==> src/rtl/axi_lite_cmd_master.sv <==
// axi_lite_cmd_master: single-outstanding command-to-AXI4-Lite master with response handshake and error count
module axi_lite_cmd_master #(
   parameter int C_M0_axi_ADDR_WIDTH = 4,
   parameter int C_M0_axi_DATA_WIDTH = 32
) (
   input  logic                                 M0_axi_aclk,
   input  logic                                 M0_axi_aresetn,
   input  logic                                 cmd_valid,
   output logic                                 cmd_ready,
   input  logic                                 cmd_write,
   input  logic [C_M0_axi_ADDR_WIDTH-1:0]       cmd_addr,
   input  logic [C_M0_axi_DATA_WIDTH-1:0]       cmd_wdata,
   input  logic [C_M0_axi_DATA_WIDTH/8-1:0]     cmd_wstrb,
   output logic                                 rsp_valid,
   input  logic                                 rsp_ready,
   output logic                                 rsp_write,
   output logic [C_M0_axi_DATA_WIDTH-1:0]       rsp_data,
   output logic [1:0]                           rsp_resp,
   output logic                                 busy,
   output logic [7:0]                           err_count,
   output logic [C_M0_axi_ADDR_WIDTH-1:0]       M0_axi_awaddr,
   output logic [2:0]                           M0_axi_awprot,
   output logic                                 M0_axi_awvalid,
   input  logic                                 M0_axi_awready,
   output logic [C_M0_axi_DATA_WIDTH-1:0]       M0_axi_wdata,
   output logic [C_M0_axi_DATA_WIDTH/8-1:0]     M0_axi_wstrb,
   output logic                                 M0_axi_wvalid,
   input  logic                                 M0_axi_wready,
   input  logic [1:0]                           M0_axi_bresp,
   input  logic                                 M0_axi_bvalid,
   output logic                                 M0_axi_bready,
   output logic [C_M0_axi_ADDR_WIDTH-1:0]       M0_axi_araddr,
   output logic [2:0]                           M0_axi_arprot,
   output logic                                 M0_axi_arvalid,
   input  logic                                 M0_axi_arready,
   input  logic [C_M0_axi_DATA_WIDTH-1:0]       M0_axi_rdata,
   input  logic [1:0]                           M0_axi_rresp,
   input  logic                                 M0_axi_rvalid,
   output logic                                 M0_axi_rready
);
   localparam int AW = C_M0_axi_ADDR_WIDTH;
   localparam int DW = C_M0_axi_DATA_WIDTH;
   localparam int SW = DW / 8;
   typedef enum logic [2:0] {IDLE, WR_AW_W, WR_B, RD_AR, RD_R, RSP} state_t;
   state_t state, state_n;
   logic awvalid_q, wvalid_q, arvalid_q;
   logic awvalid_n, wvalid_n, arvalid_n;
   logic [AW-1:0] addr_q;
   logic [DW-1:0] wdata_q;
   logic [SW-1:0] wstrb_q;
   logic accept, cap_b, cap_r, cap_err;
   assign accept  = state == IDLE && cmd_valid;
   assign cap_b   = state == WR_B && M0_axi_bvalid;
   assign cap_r   = state == RD_R && M0_axi_rvalid;
   assign cap_err = (cap_b && M0_axi_bresp[1]) || (cap_r && M0_axi_rresp[1]);
   always_comb begin
      state_n   = state;
      awvalid_n = awvalid_q;
      wvalid_n  = wvalid_q;
      arvalid_n = arvalid_q;
      case (state)
         IDLE: if (cmd_valid) begin
            state_n   = cmd_write ? WR_AW_W : RD_AR;
            awvalid_n = cmd_write;
            wvalid_n  = cmd_write;
            arvalid_n = !cmd_write;
         end
         WR_AW_W: begin
            awvalid_n = awvalid_q && !M0_axi_awready;
            wvalid_n  = wvalid_q && !M0_axi_wready;
            state_n   = (awvalid_n || wvalid_n) ? WR_AW_W : WR_B;
         end
         WR_B: state_n = M0_axi_bvalid ? RSP : WR_B;
         RD_AR: begin
            arvalid_n = !M0_axi_arready;
            state_n   = M0_axi_arready ? RD_R : RD_AR;
         end
         RD_R: state_n = M0_axi_rvalid ? RSP : RD_R;
         RSP: state_n = rsp_ready ? IDLE : RSP;
         default: state_n = IDLE;
      endcase
   end
   always_ff @(posedge M0_axi_aclk) begin
      if (!M0_axi_aresetn) begin
         state     <= IDLE;
         awvalid_q <= 1'b0;
         wvalid_q  <= 1'b0;
         arvalid_q <= 1'b0;
         addr_q    <= '0;
         wdata_q   <= '0;
         wstrb_q   <= '0;
         rsp_write <= 1'b0;
         rsp_resp  <= 2'b00;
         rsp_data  <= '0;
         err_count <= 8'd0;
      end else begin
         state     <= state_n;
         awvalid_q <= awvalid_n;
         wvalid_q  <= wvalid_n;
         arvalid_q <= arvalid_n;
         if (accept) begin
            addr_q  <= cmd_addr;
            wdata_q <= cmd_wdata;
            wstrb_q <= cmd_wstrb;
         end
         if (cap_b || cap_r) begin
            rsp_write <= cap_b;
            rsp_resp  <= cap_b ? M0_axi_bresp : M0_axi_rresp;
            rsp_data  <= cap_b ? '0 : M0_axi_rdata;
         end
         if (cap_err && err_count != 8'hFF) err_count <= err_count + 8'd1;
      end
   end
   assign cmd_ready      = state == IDLE;
   assign busy           = state != IDLE;
   assign rsp_valid      = state == RSP;
   assign M0_axi_awaddr  = addr_q;
   assign M0_axi_araddr  = addr_q;
   assign M0_axi_awprot  = 3'b000;
   assign M0_axi_arprot  = 3'b000;
   assign M0_axi_awvalid = awvalid_q;
   assign M0_axi_wvalid  = wvalid_q;
   assign M0_axi_wdata   = wdata_q;
   assign M0_axi_wstrb   = wstrb_q;
   assign M0_axi_arvalid = arvalid_q;
   assign M0_axi_bready  = state == WR_B;
   assign M0_axi_rready  = state == RD_R;
endmodule

==> config.mk <==
export PLATFORM = sky130hd
export DESIGN_NAME = axi_lite_cmd_master
export DESIGN_NICKNAME = d
export VERILOG_FILES = /design/src/rtl/axi_lite_cmd_master.sv
export SDC_FILE = /design/constraint.sdc
export NUM_CORES = 1
export LEC_CHECK = 0
export CAP_MARGIN = 0
export CORE_ASPECT_RATIO = 0.9
export CORE_MARGIN = 2
export CORE_UTILIZATION = 39
export DETAILED_ROUTE_END_ITERATION = 16
export PLACE_DENSITY = 0.78
export SLEW_MARGIN = 15
export SYNTH_ARGS = -nofsm -noshare
export SYNTH_HDL_FRONTEND = slang
export SYNTH_SLANG_ARGS = --single-unit
==> constraint.sdc <==
create_clock -name M0_axi_aclk -period 1.8 [get_ports M0_axi_aclk]
set_input_delay 0.36 -clock M0_axi_aclk [delete_from_list [all_inputs] [get_ports M0_axi_aclk]]
set_output_delay 0.36 -clock M0_axi_aclk [all_outputs]
set_load 0.03 [all_outputs]
==> out/summary.txt, run 1 <==
Status -> complete, no violations
Critical path's largest stage delay -> 0.69 ns
Comb power frac -> 35.6%
Flop pwr share -> 40.0%
Simple-gate area share of the yosys netlist -> 20.6%
GRT overflow -> 0
Largest net degree at the start of global routing -> 38
Placed Instances -> 686
Max Cap Viol -> 0
Ports -> 187
Clk_lat worst skew -> 0.35 ns
WS Path Type -> flop to primary output
Final setup viols -> 0
Crit path max fanout -> 2
Max frequency -> 566 MHz
Drt wl/cell -> 14.2 um
Mean area per synthesized cell -> 8.50 sq um
Fin crit period -> 1.77 ns
Final hold violations -> 0
Layout cells sized above 1 -> 9.93%
WL final -> 9970 um
Vias in the first global route -> 3395
Post-synth EDFFs -> 0
Iter 0 DRT Violations -> 113
Synth cell types -> 38
Initial antenna violation count -> 0
Yosys top cell area share -> 52.4%
Placed cell area -> 5400 sq um
Slew Viols, Final -> 0
Row count -> 32
Cell type with the largest total area after synthesis -> dfxtp_1
Inserted Clock Buffers -> 9
Post-Synth XOR/XNOR Area -> 0%
Synthesized flop and latch total -> 89
CP Cell Sequence -> clkdlybuf4s50_1
CP required -> 1.44 ns
Post-synthesis cell count -> 400
Post-synthesis mux area share -> 1.55%
Via count -> 3482
PortBufs -> 180
Worst setup EP type -> primary output
Count leader, synth -> nand2_1
Final instance area -> 5670 sq um
Setup TNS -> 0 ns
HPWL Detailed -> 7430 um
Synthesized area -> 3400 sq um
Largest family of logic cells by synthesized area -> simple AND/OR/NAND/NOR gates
Max VDD drop -> 0.521 mV
Crit-path slowest cell -> clkdlybuf4s50_1
Largest cells by area after synthesis -> dfxtp_1 (52%), nand2_1 (9.9%), a21oi_1 (6.9%), a22oi_1 (6.8%), nor2_1 (4.1%)
Switching part of the total -> 34.1%
Final RePlAce weighted congestion -> 0.864
Switch Pwr -> 0.00194 W
Initial Utilization -> 39.8%
Type of the worst min-delay path -> flop to flop
Die area -> 9480 sq um
Clock Tree Buf Depth -> 2
Antenna-violating nets left -> 0
CTS tree -> yes
PwrDens -> 1000 nW/um^2
Die Wd -> 102 um
Core Box Area -> 8530 sq um
Adder-cell share of the synthesized area -> 0.368%
Layout area overhead -> 66.9%
Residual DRC -> 0
Leakage -> 2.36 nW
Complex-gate fraction of the synthesized area -> 18.2%
Cell family with most CP delay -> buffers and inverters
First-pass DRT Iterations -> 4
Gr usage total -> 20.8%
Clk_skew -> 0.00837 ns
H-Tree Depth -> 3
Core Util, Final -> 66.5%
Root Driver -> clkbuf_8
Worst EP arrival -> 1.41 ns
Crit start category -> flop
Register clock-pin slew on the reported worst setup and hold paths -> 0.09 ns
Clock network power share -> 24.5%
Die H -> 92.6 um
Bufs and invs on worst path -> 1
Clk sinks -> 89
First-pass GRT wire length -> 15600 um
Post-cts hold buffer count -> 0
Period Utilization, post-route -> 98.1%
Ant diodes -> 0
Top cells by count, synth -> nand2_1 (90), dfxtp_1 (89), a21oi_1 (47), nor2_1 (37), a22oi_1 (31)
Seq/Total Area, Yosys -> 52.4%
Fin nets -> 666
Internal Pwr Total -> 0.00374 W
Synth async-reset ratio -> 0%
Yosys warns -> 0
Drt via density -> 4.95
Post-synth top flop -> dfxtp_1
Final cell count without fillers -> 703
## cell type report
class | instances | area [sq um]
clock buffers | 10 | 138
clock inverters | 6 | 65.1
fillers | 740 | 2860
inverters | 7 | 26.3
multi-input cells | 270 | 1450
flip-flops and latches | 89 | 1780
well taps | 119 | 149
repair buffers | 202 | 2060
## cell families (layout without fill, tap and decap cells)
family,count (synthesis),in the layout
other,1,6
multiplexers,4,4
flip-flops,89,89
buffers and inverters,47,225
adder cells (fa/ha/maj),1,1
AND/OR/NAND/NOR,159,159
AO/OA/AOI/OAI,99,100
## sequential cells by signal (all words and copies together) (netlist names)
signal / cells
M0_axi_wdata: 32
rsp_data: 32
err_count: 8
M0_axi_araddr: 4
M0_axi_wstrb: 4
state: 3
rsp_resp: 2
M0_axi_arvalid: 1
M0_axi_awvalid: 1
M0_axi_wvalid: 1
rsp_write: 1
## layer usage
layer	global-route usage, %	wire length (um)	up-vias
li1	-	-	1709
met1	22.3	3910	1606
met2	36.4	4870	149
met3	9.21	988	18
met4	6.89	200	0
met5	0	0	-
## worst paths after layout
check                                start                       endpoint  slack, ns  cells after the start
min reg2reg  M0_axi_wdata[12]$_SDFFE_PN0P_  M0_axi_wdata[12]$_SDFFE_PN0P_       0.46                      2
max reg2reg          state[1]$_SDFFE_PN0P_      err_count[7]$_SDFFE_PN0P_       0.15                      4
min          M0_axi_wdata[12]$_SDFFE_PN0P_  M0_axi_wdata[12]$_SDFFE_PN0P_       0.46                      2
max               rsp_data[7]$_SDFFE_PN0P_                    rsp_data[7]       0.03                      1
## stage by stage
stage / total power, W / worst slack [ns] / hold WS (ns)
after global placement: 0.00428 / -0.220 / 0.441
final: 0.00568 / 0.0341 / 0.455
after CTS: 0.00571 / 0.00897 / 0.457
after floorplan: 0.00342 / 0.112 / 0.461
after detailed placement: 0.00432 / -0.320 / 0.445
after global routing: 0.00595 / -0.0157 / 0.473
## worst register-to-register path, cell delays in order (launching register included)
cell and delay [ns]:
dfxtp_2 0.35, and4bb_2 0.36, a22oi_2 0.15, or4_1 0.55, a21oi_1 0.17
## what timing repair did
item | CTS | global route
cloned | 0 | 1
gates resized for setup | 7 | 24
pin swaps | 0 | 1
endpoints found under the setup margin | 7 | 23
setup buffers | 0 | 0
## cell usage in the layout, fill, tap and decap left out, types with 2 or more instances in the layout
| cell | synthesis | layout |
|---|---|---|
| nand2b_1 | 2 | 2 |
| conb_1 | 1 | 6 |
| nand2_1 | 90 | 90 |
| a22oi_2 | 1 | 2 |
| nor2b_1 | 2 | 2 |
| clkdlybuf4s50_1 | 0 | 152 |
| dlymetal6s2s_1 | 0 | 16 |
| a22oi_1 | 31 | 31 |
| dfxtp_1 | 89 | 88 |
| a21oi_1 | 47 | 47 |
| buf_12 | 0 | 6 |
| o31ai_1 | 3 | 3 |
| buf_4 | 13 | 20 |
| nor2_1 | 37 | 34 |
| nor3_1 | 5 | 4 |
| a31oi_1 | 4 | 4 |
| inv_1 | 7 | 6 |
| nand3_1 | 7 | 7 |
| nor2_2 | 0 | 3 |
| and4bb_2 | 2 | 2 |
| clkinv_2 | 0 | 2 |
| o21ai_0 | 5 | 5 |
| dlygate4sd2_1 | 0 | 7 |
| or4_1 | 3 | 3 |
| mux2i_1 | 3 | 3 |
| clkbuf_8 | 0 | 10 |
| nor4_1 | 3 | 3 |
## power by group through the flow
stage | Sequential (W) | Clock (W) | Combinational, W
final | 0.00227 | 0.00139 | 0.00202
after CTS | 0.00227 | 0.00143 | 0.00201
after detailed placement | 0.00231 | 0 | 0.00201
after floorplan | 0.00265 | 0 | 0.000768
after global routing | 0.00229 | 0.00149 | 0.00217
after global placement | 0.00230 | 0 | 0.00198
(Power assumes the default switching activity.)
==> run 2: changes to the inputs <==
--- a/config.mk
+++ b/config.mk
@@ -8,9 +8,9 @@
 export CAP_MARGIN = 0
 export CORE_ASPECT_RATIO = 0.9
 export CORE_MARGIN = 2
-export CORE_UTILIZATION = 39
+export CORE_UTILIZATION = 35
 export DETAILED_ROUTE_END_ITERATION = 16
-export PLACE_DENSITY = 0.78
+export PLACE_DENSITY = 0.74
 export SLEW_MARGIN = 15
 export SYNTH_ARGS = -nofsm -noshare
 export SYNTH_HDL_FRONTEND = slang
==> constraint.sdc (replaced) <==
create_clock -name M0_axi_aclk -period 1.6 [get_ports M0_axi_aclk]
set_input_delay 0.32 -clock M0_axi_aclk [delete_from_list [all_inputs] [get_ports M0_axi_aclk]]
set_output_delay 0.32 -clock M0_axi_aclk [all_outputs]
set_load 0.03 [all_outputs]
==> run 2 against run 1 <==
Clock skew grew 0.0069 ns. Setup slack lost 0.039 ns. Hold slack lost 0.0020 ns. Cell count grew 2.6%. The flow now finishes with violations (negative setup slack).
==> out/summary.txt, run 2 (same netlist as run 1, synthesis figures left out) <==
Iter 0 DRT Violations -> 168 (+49%)
Cell family with most CP delay -> simple AND/OR/NAND/NOR gates
Inserted Clock Buffers -> 9 (unchanged)
Drt wl/cell -> 14.1 um (-0.76%)
Max Cap Viol -> 0 (unchanged)
Max VDD drop -> 0.551 mV (+5.7%)
WS Path Type -> input port to flop
Register clock-pin slew on the reported worst setup and hold paths -> 0.08 ns (about the same)
Die area -> 10500 sq um (+11%)
Max frequency -> 623 MHz
GRT overflow -> 0 (unchanged)
Clk_skew -> 0.0153 ns (+0.00692 ns)
Final RePlAce weighted congestion -> 0.781 (-9.6%)
WL final -> 10100 um (+1.8%)
Worst EP arrival -> 1.89 ns (+0.48 ns)
Switch Pwr -> 0.00223 W (+15%)
Initial antenna violation count -> 1 (+1)
Gr usage total -> 19.5% (-1.4 points)
Most frequent cells in the layout -> nand2_1 (90), dlygate4sd2_1 (90), dfxtp_1 (85), clkdlybuf4s50_1 (84), a21oi_1 (46)
Initial Utilization -> 35.5% (-4.3 points)
Clk_lat worst skew -> 0.36 ns (about the same)
Core Util, Final -> 59.0% (-7.5 points)
Fillers -> 884 (+19%)
Bufs and invs on worst path -> 1 (unchanged)
CP Cell Sequence -> clkdlybuf4s50_1 > and4bb_4 > a22oi_2 > or4_1 > a21oi_1
Comb power frac -> 35.9% (+0.3 points)
Ports -> 187 (unchanged)
Layout cells sized above 1 -> 12.6% (+2.7 points)
H-Tree Depth -> 3 (unchanged)
PwrDens -> 1090 nW/um^2 (+9.1%)
Crit path max fanout -> 7 (+5)
Row count -> 34 (+6.3%)
Critical path's largest stage delay -> 0.54 ns (-0.15 ns)
First-pass GRT wire length -> 16500 um (+5.9%)
Worst setup EP type -> flop
Layout area overhead -> 66.2%
Die H -> 97.5 um (+5.3%)
PortBufs -> 180 (unchanged)
Slew Viols, Final -> 0 (unchanged)
Root Driver -> clkbuf_8
Antenna-violating nets left -> 0 (unchanged)
Fin crit period -> 1.60 ns
Largest net degree at the start of global routing -> 36 (-5.3%)
Failing checks -> negative setup slack
Post-cts hold buffer count -> 0 (unchanged)
Period Utilization, post-route -> 100%
Final WS setup -> -0.00448 ns (-0.0385 ns)
Switching part of the total -> 36.1% (+2.0 points)
Status -> finished with violations
Clk sinks -> 89 (unchanged)
Design Power -> 0.00617 W (+8.6%)
Clock Tree Buf Depth -> 2 (unchanged)
Leakage -> 2.50 nW (+5.7%)
Final hold violations -> 0 (unchanged)
Final instance area -> 5650 sq um (-0.44%)
Crit-path slowest cell -> or4_1
Drt via density -> 4.82 (-2.8%)
First-pass DRT Iterations -> 4 (unchanged)
Crit start category -> input port
Placed cell area -> 5400 sq um (about the same)
Fin nets -> 676 (+1.5%)
Die Wd -> 108 um (+5.3%)
CTS tree -> yes
Via count -> 3472 (-0.29%)
RSZ-0062 raised after global routing -> yes
Final setup viols -> 1 (+1)
CP required -> 1.88 ns (+0.44 ns)
Type of the worst min-delay path -> flop to flop
Vias in the first global route -> 3416 (+0.62%)
Core Box Area -> 9570 sq um (+12%)
Flop pwr share -> 41.4% (+1.4 points)
Clock network power share -> 22.8% (-1.7 points)
Residual DRC -> 0 (unchanged)
HPWL Detailed -> 7380 um (-0.63%)
Internal Pwr Total -> 0.00394 W (+5.3%)
-- run 2: cell types whose count changed in the layout (fill, tap and decap cells not counted), sizes merged --
cell           delta
buf              +10
bufinv            -1
clkbuf            -1
clkdlybuf4s50    -68
clkinv            -1
clkinvlp          +1
diode             +1
dlygate4sd2      +83
dlymetal6s2s     -15
inv               +2
-- run 2: final timing paths --
| path | from | endpoint | slack [ns] | cells past startpoint |
|---|---|---|---|---|
| worst max-delay path | M0_axi_rvalid | err_count[7]$_SDFFE_PN0P_ | -0.004 | 5 |
| worst min-delay path | M0_axi_wdata[19]$_SDFFE_PN0P_ | M0_axi_wdata[19]$_SDFFE_PN0P_ | 0.45 | 2 |
| worst max register to register | state[0]$_SDFFE_PN0P_ | err_count[7]$_SDFFE_PN0P_ | 0.01 | 4 |
| worst min register to register | M0_axi_wdata[19]$_SDFFE_PN0P_ | M0_axi_wdata[19]$_SDFFE_PN0P_ | 0.45 | 2 |
-- run 2: power by group through the flow --
stage                     clock, W  sequential [W]  combinational [W]
after global placement           0         0.00259            0.00215
after global routing       0.00155         0.00258            0.00239
after floorplan                  0         0.00298           0.000871
after detailed placement         0         0.00260            0.00218
final                      0.00140         0.00255            0.00221
after CTS                  0.00146         0.00255            0.00218
-- run 2: timing repair --
item | CTS | global route
setup buffers | 6 | 3
gates resized for setup | 107 | 14
gates cloned | 1 | 0
endpoints found under the setup margin | 129 | 76
pin swaps | 4 | 9
-- run 2: through the flow --
| stage | TNS, ns | setup slack (ns) | hold WS [ns] | cells |
|---|---|---|---|---|
| 2_1_floorplan | -0.265 | -0.00726 | 0.421 | 405 |
| 3_3_place_gp | -16.71 | -0.389 | 0.442 | 694 |
| 3_5_place_dp | -19.23 | -0.432 | 0.447 | 694 |
| 4_1_cts | -0.0242 | -0.0131 | 0.457 | 717 |
| 5_1_grt | -0.280 | -0.0568 | 0.468 | 720 |
| 6_report | -0.00448 | -0.00448 | 0.453 | 721 |
-- run 2: final cells by class --
cell class / count / area, sq um / share of cell area [%]
antenna: 1 / 2.50 / 0.0443
clock buffer: 9 / 124 / 2.19
clock inverter: 7 / 51.3 / 0.908
inverter: 7 / 26.3 / 0.465
multi-input combinational: 270 / 1480 / 26.2
sequential: 89 / 1790 / 31.6
tap: 126 / 158 / 2.79
timing repair buffer: 212 / 2020 / 35.8
-- run 2: per-layer routing --
layer	wire length [um]	vias up	global-route usage (%)
met4	148	0	5.52
met5	0	-	0
met2	5060	139	33.3
li1	-	1734	-
met1	3970	1588	21.9
met3	966	11	8.38
-- run 2: tightest hold or removal path, cell delays in order (launching register included) --
cell and delay (ns):
dfxtp_1 0.31, nand2_1 0.05, a21oi_1 0.05
